<file path="config.mk">
export PLATFORM = sky130hd
export DESIGN_NAME = wb_ddr3_arbiter_flat
export DESIGN_NICKNAME = d
export VERILOG_FILES = /design/src/rtl/wb_ddr3_arbiter_if.sv /design/src/rtl/wb_ddr3_arbiter.sv /design/src/flat_wrapper.sv
export SDC_FILE = /design/constraint.sdc
export NUM_CORES = 1
export LEC_CHECK = 0
export CORE_AREA = 2 2 141 143
export CTS_CLUSTER_DIAMETER = 50
export DETAILED_ROUTE_END_ITERATION = 8
export DIE_AREA = 0 0 143 145
export SLEW_MARGIN = 20
export SYNTH_ARGS = -nofsm -noshare
export SYNTH_HDL_FRONTEND = slang
export SYNTH_SLANG_ARGS = --single-unit
</file>
<file path="constraint.sdc">
create_clock -name i_clk -period 2.4 [get_ports i_clk]
set_clock_uncertainty 0.2 [all_clocks]
set_input_delay 0.72 -clock i_clk [delete_from_list [all_inputs] [get_ports i_clk]]
set_output_delay 0.72 -clock i_clk [all_outputs]
set_load 0.02 [all_outputs]
</file>
<file path="src/rtl/wb_ddr3_arbiter_if.sv">
// ---------------------------------------------------------------------------
// wb_ddr3_arbiter_if
// Bus bundle between NUM_MASTERS Wishbone masters, the round-robin arbiter
// and the single DDR3 controller Wishbone slave port.
//
// Signals (named from the arbiter's point of view):
//   i_m_adr/i_m_dat/i_m_sel   packed per-master address, write data, selects
//                             (slice i belongs to master i)
//   i_m_we/i_m_cyc/i_m_stb    per-master Wishbone controls
//   o_m_rdt                   read data broadcast to all masters
//   o_m_ack/o_m_err           per-master ack / error (owner bit only)
//   o_s_*                     request side towards the DDR3 slave
//   i_s_rdt/i_s_ack/i_s_err   response side from the DDR3 slave
//   o_grant                   registered one-hot owner
//
// Modports:
//   slave  - used by the arbiter (receives master requests, drives slave bus)
//   master - used by the environment around the arbiter (masters + slave)
// ---------------------------------------------------------------------------
interface wb_ddr3_arbiter_if #(
    parameter int NUM_MASTERS = 3,
    parameter int AW          = 32,
    parameter int DW          = 32
);
    logic [NUM_MASTERS*AW-1:0]     i_m_adr;
    logic [NUM_MASTERS*DW-1:0]     i_m_dat;
    logic [NUM_MASTERS*DW/8-1:0]   i_m_sel;
    logic [NUM_MASTERS-1:0]        i_m_we;
    logic [NUM_MASTERS-1:0]        i_m_cyc;
    logic [NUM_MASTERS-1:0]        i_m_stb;
    logic [DW-1:0]                 o_m_rdt;
    logic [NUM_MASTERS-1:0]        o_m_ack;
    logic [NUM_MASTERS-1:0]        o_m_err;
    logic [AW-1:0]                 o_s_adr;
    logic [DW-1:0]                 o_s_dat;
    logic [DW/8-1:0]               o_s_sel;
    logic                          o_s_we;
    logic                          o_s_cyc;
    logic                          o_s_stb;
    logic [DW-1:0]                 i_s_rdt;
    logic                          i_s_ack;
    logic                          i_s_err;
    logic [NUM_MASTERS-1:0]        o_grant;

    modport slave (
        input  i_m_adr, i_m_dat, i_m_sel, i_m_we, i_m_cyc, i_m_stb,
        input  i_s_rdt, i_s_ack, i_s_err,
        output o_m_rdt, o_m_ack, o_m_err,
        output o_s_adr, o_s_dat, o_s_sel, o_s_we, o_s_cyc, o_s_stb,
        output o_grant
    );

    modport master (
        output i_m_adr, i_m_dat, i_m_sel, i_m_we, i_m_cyc, i_m_stb,
        output i_s_rdt, i_s_ack, i_s_err,
        input  o_m_rdt, o_m_ack, o_m_err,
        input  o_s_adr, o_s_dat, o_s_sel, o_s_we, o_s_cyc, o_s_stb,
        input  o_grant
    );
endinterface

</file>
<file path="src/rtl/wb_ddr3_arbiter.sv">
// ---------------------------------------------------------------------------
// wb_ddr3_arbiter
// Round-robin Wishbone arbiter sharing the DDR3 controller slave port among
// NUM_MASTERS requesters. Ownership lasts a whole cyc tenure, so bursts are
// never interleaved; one dead cycle separates consecutive tenures.
//
// Ports:
//   i_clk    system clock
//   i_rst_n  asynchronous active-low reset (released synchronously inside)
//   bus      wb_ddr3_arbiter_if.slave: master requests, slave bus, o_grant
//
// Optional feature (macro WB_ARB_WATCHDOG_EN):
//   defined     - watchdog counts stalled strobe cycles; at TIMEOUT it pulses
//                 the owner's err for one cycle and enters ABORT, which hides
//                 cyc/stb from the slave until the owner drops cyc.
//   not defined - no watchdog; a stalled slave hangs its owner.
// ---------------------------------------------------------------------------
module wb_ddr3_arbiter #(
    parameter int NUM_MASTERS = 3,
    parameter int AW          = 32,
    parameter int DW          = 32,
    parameter int TIMEOUT     = 1024
) (
    input  logic                    i_clk,
    input  logic                    i_rst_n,
    wb_ddr3_arbiter_if.slave        bus
);

    localparam int IDX_W  = (NUM_MASTERS > 1) ? $clog2(NUM_MASTERS) : 1;
    localparam int IDX_W1 = IDX_W + 1;
    localparam int SW     = DW / 8;
    localparam logic [IDX_W1-1:0] NM_C       = IDX_W1'(NUM_MASTERS);
    localparam logic [IDX_W-1:0]  LAST_RST_C = IDX_W'(NUM_MASTERS - 1);

`ifdef WB_ARB_WATCHDOG_EN
    typedef enum logic [1:0] {
        ST_IDLE  = 2'b00,
        ST_OWN   = 2'b01,
        ST_ABORT = 2'b10
    } state_t;
`else
    typedef enum logic [0:0] {
        ST_IDLE = 1'b0,
        ST_OWN  = 1'b1
    } state_t;
`endif

    logic [1:0]             rst_sync_r;
    logic                   rst_core_n_s;
    state_t                 state_r;
    state_t                 state_nxt_s;
    logic [NUM_MASTERS-1:0] grant_r;
    logic [NUM_MASTERS-1:0] grant_nxt_s;
    logic [IDX_W-1:0]       own_r;
    logic [IDX_W-1:0]       own_nxt_s;
    logic [IDX_W-1:0]       last_r;
    logic [IDX_W-1:0]       last_nxt_s;
    logic                   win_found_s;
    logic [IDX_W-1:0]       win_idx_s;
    logic [IDX_W1-1:0]      sum_s;
    logic [IDX_W1-1:0]      cand_s;
    logic                   hit_s;
    logic                   owner_cyc_s;
    logic                   own_act_s;
    logic                   s_stb_s;
    logic                   timeout_s;

    // Reset synchronizer: assertion is immediate, release waits two clock edges
    always_ff @(posedge i_clk or negedge i_rst_n) begin
        if (!i_rst_n) begin
            rst_sync_r <= 2'b00;
        end else begin
            rst_sync_r <= {rst_sync_r[0], 1'b1};
        end
    end

    assign rst_core_n_s = rst_sync_r[1];

    // Round-robin search starting just after the last winner, wrapping around
    always_comb begin
        win_found_s = 1'b0;
        win_idx_s   = '0;
        sum_s       = '0;
        cand_s      = '0;
        hit_s       = 1'b0;
        for (int k = 1; k <= NUM_MASTERS; k++) begin
            sum_s       = {1'b0, last_r} + IDX_W1'(k);
            cand_s      = (sum_s >= NM_C) ? (sum_s - NM_C) : sum_s;
            hit_s       = !win_found_s && bus.i_m_cyc[cand_s[IDX_W-1:0]];
            win_idx_s   = hit_s ? cand_s[IDX_W-1:0] : win_idx_s;
            win_found_s = win_found_s | hit_s;
        end
    end

    assign owner_cyc_s = bus.i_m_cyc[own_r];
    assign own_act_s   = (state_r == ST_OWN);
    assign s_stb_s     = own_act_s & owner_cyc_s & bus.i_m_stb[own_r];

`ifdef WB_ARB_WATCHDOG_EN
    localparam int WD_W = $clog2(TIMEOUT + 1);
    localparam logic [WD_W-1:0] WD_LIM_C = WD_W'(TIMEOUT);

    logic [WD_W-1:0] wd_cnt_r;

    assign timeout_s = s_stb_s && !(bus.i_s_ack || bus.i_s_err) && (wd_cnt_r == WD_LIM_C);

    // Watchdog: counts stalled strobe cycles of the current owner
    always_ff @(posedge i_clk or negedge rst_core_n_s) begin
        if (!rst_core_n_s) begin
            wd_cnt_r <= '0;
        end else if (!own_act_s || bus.i_s_ack || bus.i_s_err || timeout_s) begin
            wd_cnt_r <= '0;
        end else if (s_stb_s) begin
            wd_cnt_r <= wd_cnt_r + WD_W'(1);
        end else begin
            wd_cnt_r <= wd_cnt_r;
        end
    end
`else
    assign timeout_s = 1'b0;
`endif

    // State, grant, owner index and round-robin pointer registers
    always_ff @(posedge i_clk or negedge rst_core_n_s) begin
        if (!rst_core_n_s) begin
            state_r <= ST_IDLE;
            grant_r <= '0;
            own_r   <= '0;
            last_r  <= LAST_RST_C;
        end else begin
            state_r <= state_nxt_s;
            grant_r <= grant_nxt_s;
            own_r   <= own_nxt_s;
            last_r  <= last_nxt_s;
        end
    end

    // Next-state logic: grant on any request, release when owner drops cyc
    always_comb begin
        state_nxt_s = state_r;
        grant_nxt_s = grant_r;
        own_nxt_s   = own_r;
        last_nxt_s  = last_r;
        case (state_r)
            ST_IDLE: begin
                if (win_found_s) begin
                    state_nxt_s = ST_OWN;
                    grant_nxt_s = {{(NUM_MASTERS-1){1'b0}}, 1'b1} << win_idx_s;
                    own_nxt_s   = win_idx_s;
                    last_nxt_s  = win_idx_s;
                end else begin
                    grant_nxt_s = '0;
                end
            end
            ST_OWN: begin
`ifdef WB_ARB_WATCHDOG_EN
                if (timeout_s) begin
                    state_nxt_s = ST_ABORT;
                end else if (!owner_cyc_s) begin
                    state_nxt_s = ST_IDLE;
                    grant_nxt_s = '0;
                end else begin
                    state_nxt_s = ST_OWN;
                end
`else
                if (!owner_cyc_s) begin
                    state_nxt_s = ST_IDLE;
                    grant_nxt_s = '0;
                end else begin
                    state_nxt_s = ST_OWN;
                end
`endif
            end
`ifdef WB_ARB_WATCHDOG_EN
            ST_ABORT: begin
                // Grant is held so no other master sneaks in before the
                // aborted owner has abandoned its cycle.
                if (!owner_cyc_s) begin
                    state_nxt_s = ST_IDLE;
                    grant_nxt_s = '0;
                end else begin
                    state_nxt_s = ST_ABORT;
                end
            end
`endif
            default: begin
                state_nxt_s = ST_IDLE;
                grant_nxt_s = '0;
            end
        endcase
    end

    // Slave bus mux and response routing; everything is zero unless owned
    always_comb begin
        bus.o_m_rdt = bus.i_s_rdt;
        bus.o_grant = grant_r;
        if (own_act_s) begin
            bus.o_s_cyc = owner_cyc_s;
            bus.o_s_stb = s_stb_s;
            bus.o_s_adr = bus.i_m_adr[int'(own_r)*AW +: AW];
            bus.o_s_dat = bus.i_m_dat[int'(own_r)*DW +: DW];
            bus.o_s_sel = bus.i_m_sel[int'(own_r)*SW +: SW];
            bus.o_s_we  = bus.i_m_we[own_r];
            bus.o_m_ack = grant_r & {NUM_MASTERS{bus.i_s_ack}};
            bus.o_m_err = grant_r & {NUM_MASTERS{bus.i_s_err | timeout_s}};
        end else begin
            bus.o_s_cyc = 1'b0;
            bus.o_s_stb = 1'b0;
            bus.o_s_adr = '0;
            bus.o_s_dat = '0;
            bus.o_s_sel = '0;
            bus.o_s_we  = 1'b0;
            bus.o_m_ack = '0;
            bus.o_m_err = '0;
        end
    end

endmodule

</file>
<file path="src/flat_wrapper.sv">
// flat-port wrapper written by rule: the top's interface ports become plain ports
module wb_ddr3_arbiter_flat 
#(
    parameter int NUM_MASTERS = 3,
    parameter int AW          = 32,
    parameter int DW          = 32,
    parameter int TIMEOUT     = 1024
)
  (i_clk, i_rst_n, bus_i_m_adr, bus_i_m_dat, bus_i_m_sel, bus_i_m_we, bus_i_m_cyc, bus_i_m_stb, bus_i_s_rdt, bus_i_s_ack, bus_i_s_err, bus_o_m_rdt, bus_o_m_ack, bus_o_m_err, bus_o_s_adr, bus_o_s_dat, bus_o_s_sel, bus_o_s_we, bus_o_s_cyc, bus_o_s_stb, bus_o_grant);
  wb_ddr3_arbiter_if #(.NUM_MASTERS(NUM_MASTERS), .AW(AW), .DW(DW)) bus_i ();
  input  logic i_clk;
  input  logic i_rst_n;
  input wire logic [$bits(bus_i.i_m_adr)-1:0] bus_i_m_adr;
  input wire logic [$bits(bus_i.i_m_dat)-1:0] bus_i_m_dat;
  input wire logic [$bits(bus_i.i_m_sel)-1:0] bus_i_m_sel;
  input wire logic [$bits(bus_i.i_m_we)-1:0] bus_i_m_we;
  input wire logic [$bits(bus_i.i_m_cyc)-1:0] bus_i_m_cyc;
  input wire logic [$bits(bus_i.i_m_stb)-1:0] bus_i_m_stb;
  input wire logic [$bits(bus_i.i_s_rdt)-1:0] bus_i_s_rdt;
  input wire logic [$bits(bus_i.i_s_ack)-1:0] bus_i_s_ack;
  input wire logic [$bits(bus_i.i_s_err)-1:0] bus_i_s_err;
  output wire logic [$bits(bus_i.o_m_rdt)-1:0] bus_o_m_rdt;
  output wire logic [$bits(bus_i.o_m_ack)-1:0] bus_o_m_ack;
  output wire logic [$bits(bus_i.o_m_err)-1:0] bus_o_m_err;
  output wire logic [$bits(bus_i.o_s_adr)-1:0] bus_o_s_adr;
  output wire logic [$bits(bus_i.o_s_dat)-1:0] bus_o_s_dat;
  output wire logic [$bits(bus_i.o_s_sel)-1:0] bus_o_s_sel;
  output wire logic [$bits(bus_i.o_s_we)-1:0] bus_o_s_we;
  output wire logic [$bits(bus_i.o_s_cyc)-1:0] bus_o_s_cyc;
  output wire logic [$bits(bus_i.o_s_stb)-1:0] bus_o_s_stb;
  output wire logic [$bits(bus_i.o_grant)-1:0] bus_o_grant;
  assign bus_i.i_m_adr = bus_i_m_adr;
  assign bus_i.i_m_dat = bus_i_m_dat;
  assign bus_i.i_m_sel = bus_i_m_sel;
  assign bus_i.i_m_we = bus_i_m_we;
  assign bus_i.i_m_cyc = bus_i_m_cyc;
  assign bus_i.i_m_stb = bus_i_m_stb;
  assign bus_i.i_s_rdt = bus_i_s_rdt;
  assign bus_i.i_s_ack = bus_i_s_ack;
  assign bus_i.i_s_err = bus_i_s_err;
  assign bus_o_m_rdt = bus_i.o_m_rdt;
  assign bus_o_m_ack = bus_i.o_m_ack;
  assign bus_o_m_err = bus_i.o_m_err;
  assign bus_o_s_adr = bus_i.o_s_adr;
  assign bus_o_s_dat = bus_i.o_s_dat;
  assign bus_o_s_sel = bus_i.o_s_sel;
  assign bus_o_s_we = bus_i.o_s_we;
  assign bus_o_s_cyc = bus_i.o_s_cyc;
  assign bus_o_s_stb = bus_i.o_s_stb;
  assign bus_o_grant = bus_i.o_grant;
  wb_ddr3_arbiter #(.NUM_MASTERS(NUM_MASTERS), .AW(AW), .DW(DW), .TIMEOUT(TIMEOUT)) u_core (.i_clk(i_clk), .i_rst_n(i_rst_n), .bus(bus_i));
endmodule
</file>
# Word-level counts from Yosys, hierarchy flattened
# Index checks and enable logic that the tools add are counted.
totals:
  reg_bits: 10
  in_bits: 249
  output_inout_bits: 112
  word_cells: 67
classes:
  addsub: 6
  magnitude_cmp: 7
  n_eq_ne: 1
  shifts: 4
  mux: 32
  n_bitwise: 7
  n_reduce_logical: 5
ops:
  columns: ["op", "n"]
  rows:
  - ["$shiftx 96x8->32", 2]
  - ["$mux 32", 2]
  - ["$bmux 1 s2", 6]
  - ["$lt 2x3->1 const B", 4]
  - ["$mux 2", 6]
  - ["$mux 3", 4]
  - ["$shiftx 12x5->4", 1]
  - ["$mux 1", 11]
  - ["$ge 3x2->1 const B", 3]
  - ["$add 2x2->3 const B", 2]
  - ["$and 3x3->3", 2]
  - ["$pmux 3 s2", 1]
  - ["$sub 2x2->2 const B", 3]
  - ["$mux 4", 1]
  - ["$add 2x1->3 const B", 1]
  - ["$shl 1x2->3 const A", 1]
  - ["$and 1x1->1", 2]
  - ["$logic_and 1x1->1", 2]
  - ["$logic_not 1->1", 2]
  - ["$ne 2x2->1 const B", 1]
  - ["$or 1x1->1", 2]
  - ["$pmux 1 s2", 1]
  - ["$reduce_and 2->1", 1]
  - ["$not 1->1", 1]

# Depth between registers and ports, before layout
logic_depth:
  depth_word: 14
  depth_mapped: 8
  depth_no_buf: 6

# Worst setup path after synthesis
# OpenSTA, ideal clock, no wires.
synth_path:
  kind: "input to output"
  startpoint: "input port bus_i_m_cyc[2]"
  endpoint: "output port bus_o_s_stb"
  t_arrival_ns: 1.523
  required_ns: 1.480
  setup_slack_ns: -0.043
  cell_stages: 4
  n_path_buf: 0
  cell_sequence: "mux2_1 > nand2_1 > a21oi_2 > and2_1"
synth_via:
  elab_chain_len: 5
synth_rtl:
  columns: ["item", "line", "text"]
  rows:
  - ["start: declaration", "flat_wrapper.sv:17", "input wire logic [$bits(bus_i.i_m_cyc)-1:0] bus_i_m_cyc;"]
  - ["$bmux 1 s2", "wb_ddr3_arbiter.sv:95", "assign owner_cyc_s = bus.i_m_cyc[own_r];"]
  - ["$mux 1 (not written as such)", "wb_ddr3_arbiter.sv:95", null]
  - ["$and 1x1->1 (2 in series)", "wb_ddr3_arbiter.sv:97", "assign s_stb_s = own_act_s & owner_cyc_s & bus.i_m_stb[own_r];"]
  - ["$mux 1", "wb_ddr3_arbiter.sv:197", "if (own_act_s) begin"]
  - ["end: declaration", "flat_wrapper.sv:30", "output wire logic [$bits(bus_i.o_s_stb)-1:0] bus_o_s_stb;"]
# No other way between the ends. The select of a mux whose other input is x is not followed.

# Worst setup path after layout
layout_path:
  startpoint: "register u_core.own_r[1]"
  endpoint: "output port bus_o_s_dat[15]"
layout_via:
  elab_chain_len: 2
layout_rtl:
  columns: ["item", "line", "text"]
  rows:
  - ["start: declaration", "wb_ddr3_arbiter.sv:54", "logic [IDX_W-1:0] own_r;"]
  - ["start signal: assignment", "wb_ddr3_arbiter.sv:133", "own_r <= own_nxt_s;"]
  - ["$shiftx 96x8->32", "wb_ddr3_arbiter.sv:201", "bus.o_s_dat = bus.i_m_dat[int'(own_r)*DW +: DW];"]
  - ["$mux 32", "wb_ddr3_arbiter.sv:197", null]
  - ["end: declaration", "flat_wrapper.sv:26", "output wire logic [$bits(bus_i.o_s_dat)-1:0] bus_o_s_dat;"]
# No other way between the ends.

==> parameters.txt <==
Parameter                              Value

Yosys
  Part of the Yosys area used for sequential elements ... 8.681%
  Post-synth top area share ... 27.24%
  Synth Warn # ... 0
  Synthesized net count ... 660
  Yosys cell types ... 40
  Post-synthesis instance area ... 2609 µm²
  Flop and latch count out of synthesis ... 9
  Post-Synthesis Mean Instance Area ... 6.394 µm²
  Post-Synthesis Cells ... 408
  Top_reg_cell synth ... dfrtp_1
  Post-synthesis cell type with the largest combined area ... mux2i_1
  Most frequently used cell type in the post-synthesis netlist ... nor2_1
  Leading cell types by total area after synthesis ... mux2i_1 (27%), nor2_1 (20%), a21oi_1 (13%), buf_4 (11%), dfrtp_1 (7.7%)
  Share of synthesized flip-flops with an asynchronous set or reset ... 100.0%
  Number of synthesized flops with an enable pin ... 0
  Synth top cells by count ... nor2_1 (138), mux2i_1 (71), a21oi_1 (70)

Setup path
  Critical Path RT ... 1480 ps
  Endpoint arrival time on the critical path ... 1690 ps
  CP startpoint kind ... register
  Crit Path Max Fanout ... 7
  Crit Path Class ... reg -> out
  Worst Setup End Kind ... output port

Layout
  Post-layout net count ... 937
  Fill cell instance count of the final layout ... 2110
  Fraction of final layout cells sized beyond drive strength 1 ... 20.47%
  Layout-stage area growth over the synthesis result ... 129.8%
  Antenna diode count ... 0

Drt
  Ratio of routed vias to standard cells ... 4.061
  Iter 0 DRT Violations ... 128
  Wirelength, routed ... 13930 µm
  Number of nets with antenna violations after detailed routing ... 0
  Vias ... 3854
  DRC ... 0
  Drt first pass iters ... 4
  Routed len/inst ... 14.68 µm

Run status
  Outcome ... finished, violations left
  Violated checks ... negative setup slack

GRT
  Number of antenna violations at the first check in global routing ... 0
  Total routing resource utilization after global routing ... 12.04%
  Remaining Overflow, GRT ... 0
  Via count of the first global-routing pass ... 3844
  Largest net degree at the start of global routing ... 41
  First-pass GRT wire length ... 20100 µm

Clock tree
  Clk_lat worst skew ... 230 ps
  # clock sinks ... 9
  Master cell of the clock root buffer ... clkbuf_16
  Clock tree from TritonCTS ... done
  Deepest level of the CTS H-tree ... 1
  Register clock-pin slew on the reported worst setup and hold paths ... 40 ps
  Number of buffers added by the clock tree synthesis step ... 3
  Max Buffers Root-to-Sink ... 2

Job
  Max-cap check violation count ... 0

Placed design
  Post-placement setup slack ... -851.1 ps
  Detail Placement HPWL ... 10850 µm
  Routability congestion estimate ... 0.7924
  Count of input and output buffers ... 296

Pwr
  Overall power ... 6312 µW
  Leakage component of the power ... 0.003093 µW
  Max rail drop VDD ... 0.4778 mV
  Power density over cell area ... 1053 nW/µm²

STA
  Setup repair after global routing missed its margin ... yes
  Count of endpoints failing setup in the final report ... 71
  Fmax ... 383.0 MHz
  Final hold violation count ... 0
  Minimum clock period ... 2611 ps
  Final critical-path setup slack ... -210.7 ps
  Fin crit share ... 108.8%
  Final Max Slew Viols ... 0

Die
  Core box area ... 19210 µm²
  Io pins ... 361
  Die span in y ... 145 µm
  Die W ... 143 µm
  Die Footprint ... 20740 µm²
  Initial core utilization ... 13.58%
  Number of rows created at floorplan ... 51

Min path
  Class of the worst hold path ... reg -> async
critical path, cell delays in order, from the launching register on:
cell and delay, ps:
dfrtp_4 520, buf_12 170, buf_12 140, buf_6 120, mux2i_1 130, nor2_1 50
a21oi_1 110, nor2_1 60, buf_4 160
sequential cells by signal (all words and copies together), names as in the netlist:
register            flops
u_core.last_r           2
u_core.bus.o_grant      3
u_core.own_act_s        1
u_core.own_r            1
u_core.rst_sync_r       2
worst paths after layout:
path | startpoint | to | depth (start not counted) | slack, ps
min in group i_clk | u_core.rst_sync_r[0] | u_core.rst_sync_r[1] | 0 | 150
worst min register to register | u_core.rst_sync_r[1] | u_core.last_r[1] | 0 | 40
worst min-delay path | u_core.rst_sync_r[1] | u_core.last_r[1] | 0 | 40
max in group asynchronous | u_core.rst_sync_r[1] | u_core.own_r[1] | 1 | 1220
worst max register to register | u_core.last_r[0] | u_core.bus.o_grant[1] | 8 | 90
worst max-delay path | u_core.own_r[1] | bus_o_s_dat[15] | 8 | -210
where the power goes:
group,leakage (µW),internal (µW),total (µW),switching [µW]
clock network,0.0000382,222,291,69.3
logic,0.00295,2740,5730,2990
registers,0.000107,226,291,65.3
total,0.00309,3190,6310,3120
logic make-up after synthesis:
kind of cell	synth area share (%)
other	0.1437
DFF	8.681
AOI/OAI and AO/OA	19.43
buffers and inverters	16.11
muxes	28.68
adders and majority gates	1.439
and+or+nand+nor	25.52
layout make-up:
cell class,count,area [µm²],area share [%]
tap,265,331.6,5.531
inverter,4,17.52,0.2922
sequential,9,231.5,3.861
multi-input combinational,330,2028,33.83
timing repair buffer,337,3307,55.17
clock buffer,4,78.83,1.315
layer usage:
metal  global-route usage (%)  up-vias  routed length [µm]
met5                        0        -                   0
met4                    2.970        0                 299
met3                    1.914       24                1135
met2                    23.68      190                7313
met1                    13.08     1735                5183
li1                         -     1905                   -
placed cells by master, fill, tap and decap left out, types with 3 or more instances in the layout:
| cell | count |
|---|---|
| dlygate4sd2_1 | 99 |
| a21oi_1 | 66 |
| buf_2 | 5 |
| buf_12 | 11 |
| buf_4 | 81 |
| a31oi_1 | 3 |
| nor2_1 | 137 |
| nand2_1 | 5 |
| dfrtp_1 | 6 |
| clkdlybuf4s15_1 | 6 |
| a21oi_2 | 4 |
| buf_6 | 10 |
| clkbuf_16 | 4 |
| o21a_1 | 3 |
| mux2i_1 | 68 |
| buf_16 | 3 |
| and3_1 | 6 |
| mux2i_2 | 3 |
| clkdlybuf4s50_1 | 84 |
| dlymetal6s2s_1 | 34 |
stage by stage:
stage	hold WS, ps	utilization (%)	setup TNS, ps	instances	cell area (µm²)
after floorplan	-119.3	-	0	408	2616
final	37.55	31.21	-8214	949	5995
after global routing	49.84	31.21	-14300	949	5995
after global placement	-83.16	30.60	-46870	937	5878
after CTS	30.88	30.04	-10250	947	5771
after detailed placement	-82.61	30.60	-47370	937	5878
timing repair:
action,CTS,global route
cloned,2,2
gates resized for setup,482,66
buffers inserted,4,0
endpoints found under the hold margin,6,0
pin swaps,58,45
hold buffers,1,0
setup endpoints to repair,77,77
Power figures use the tool's default switching activity.
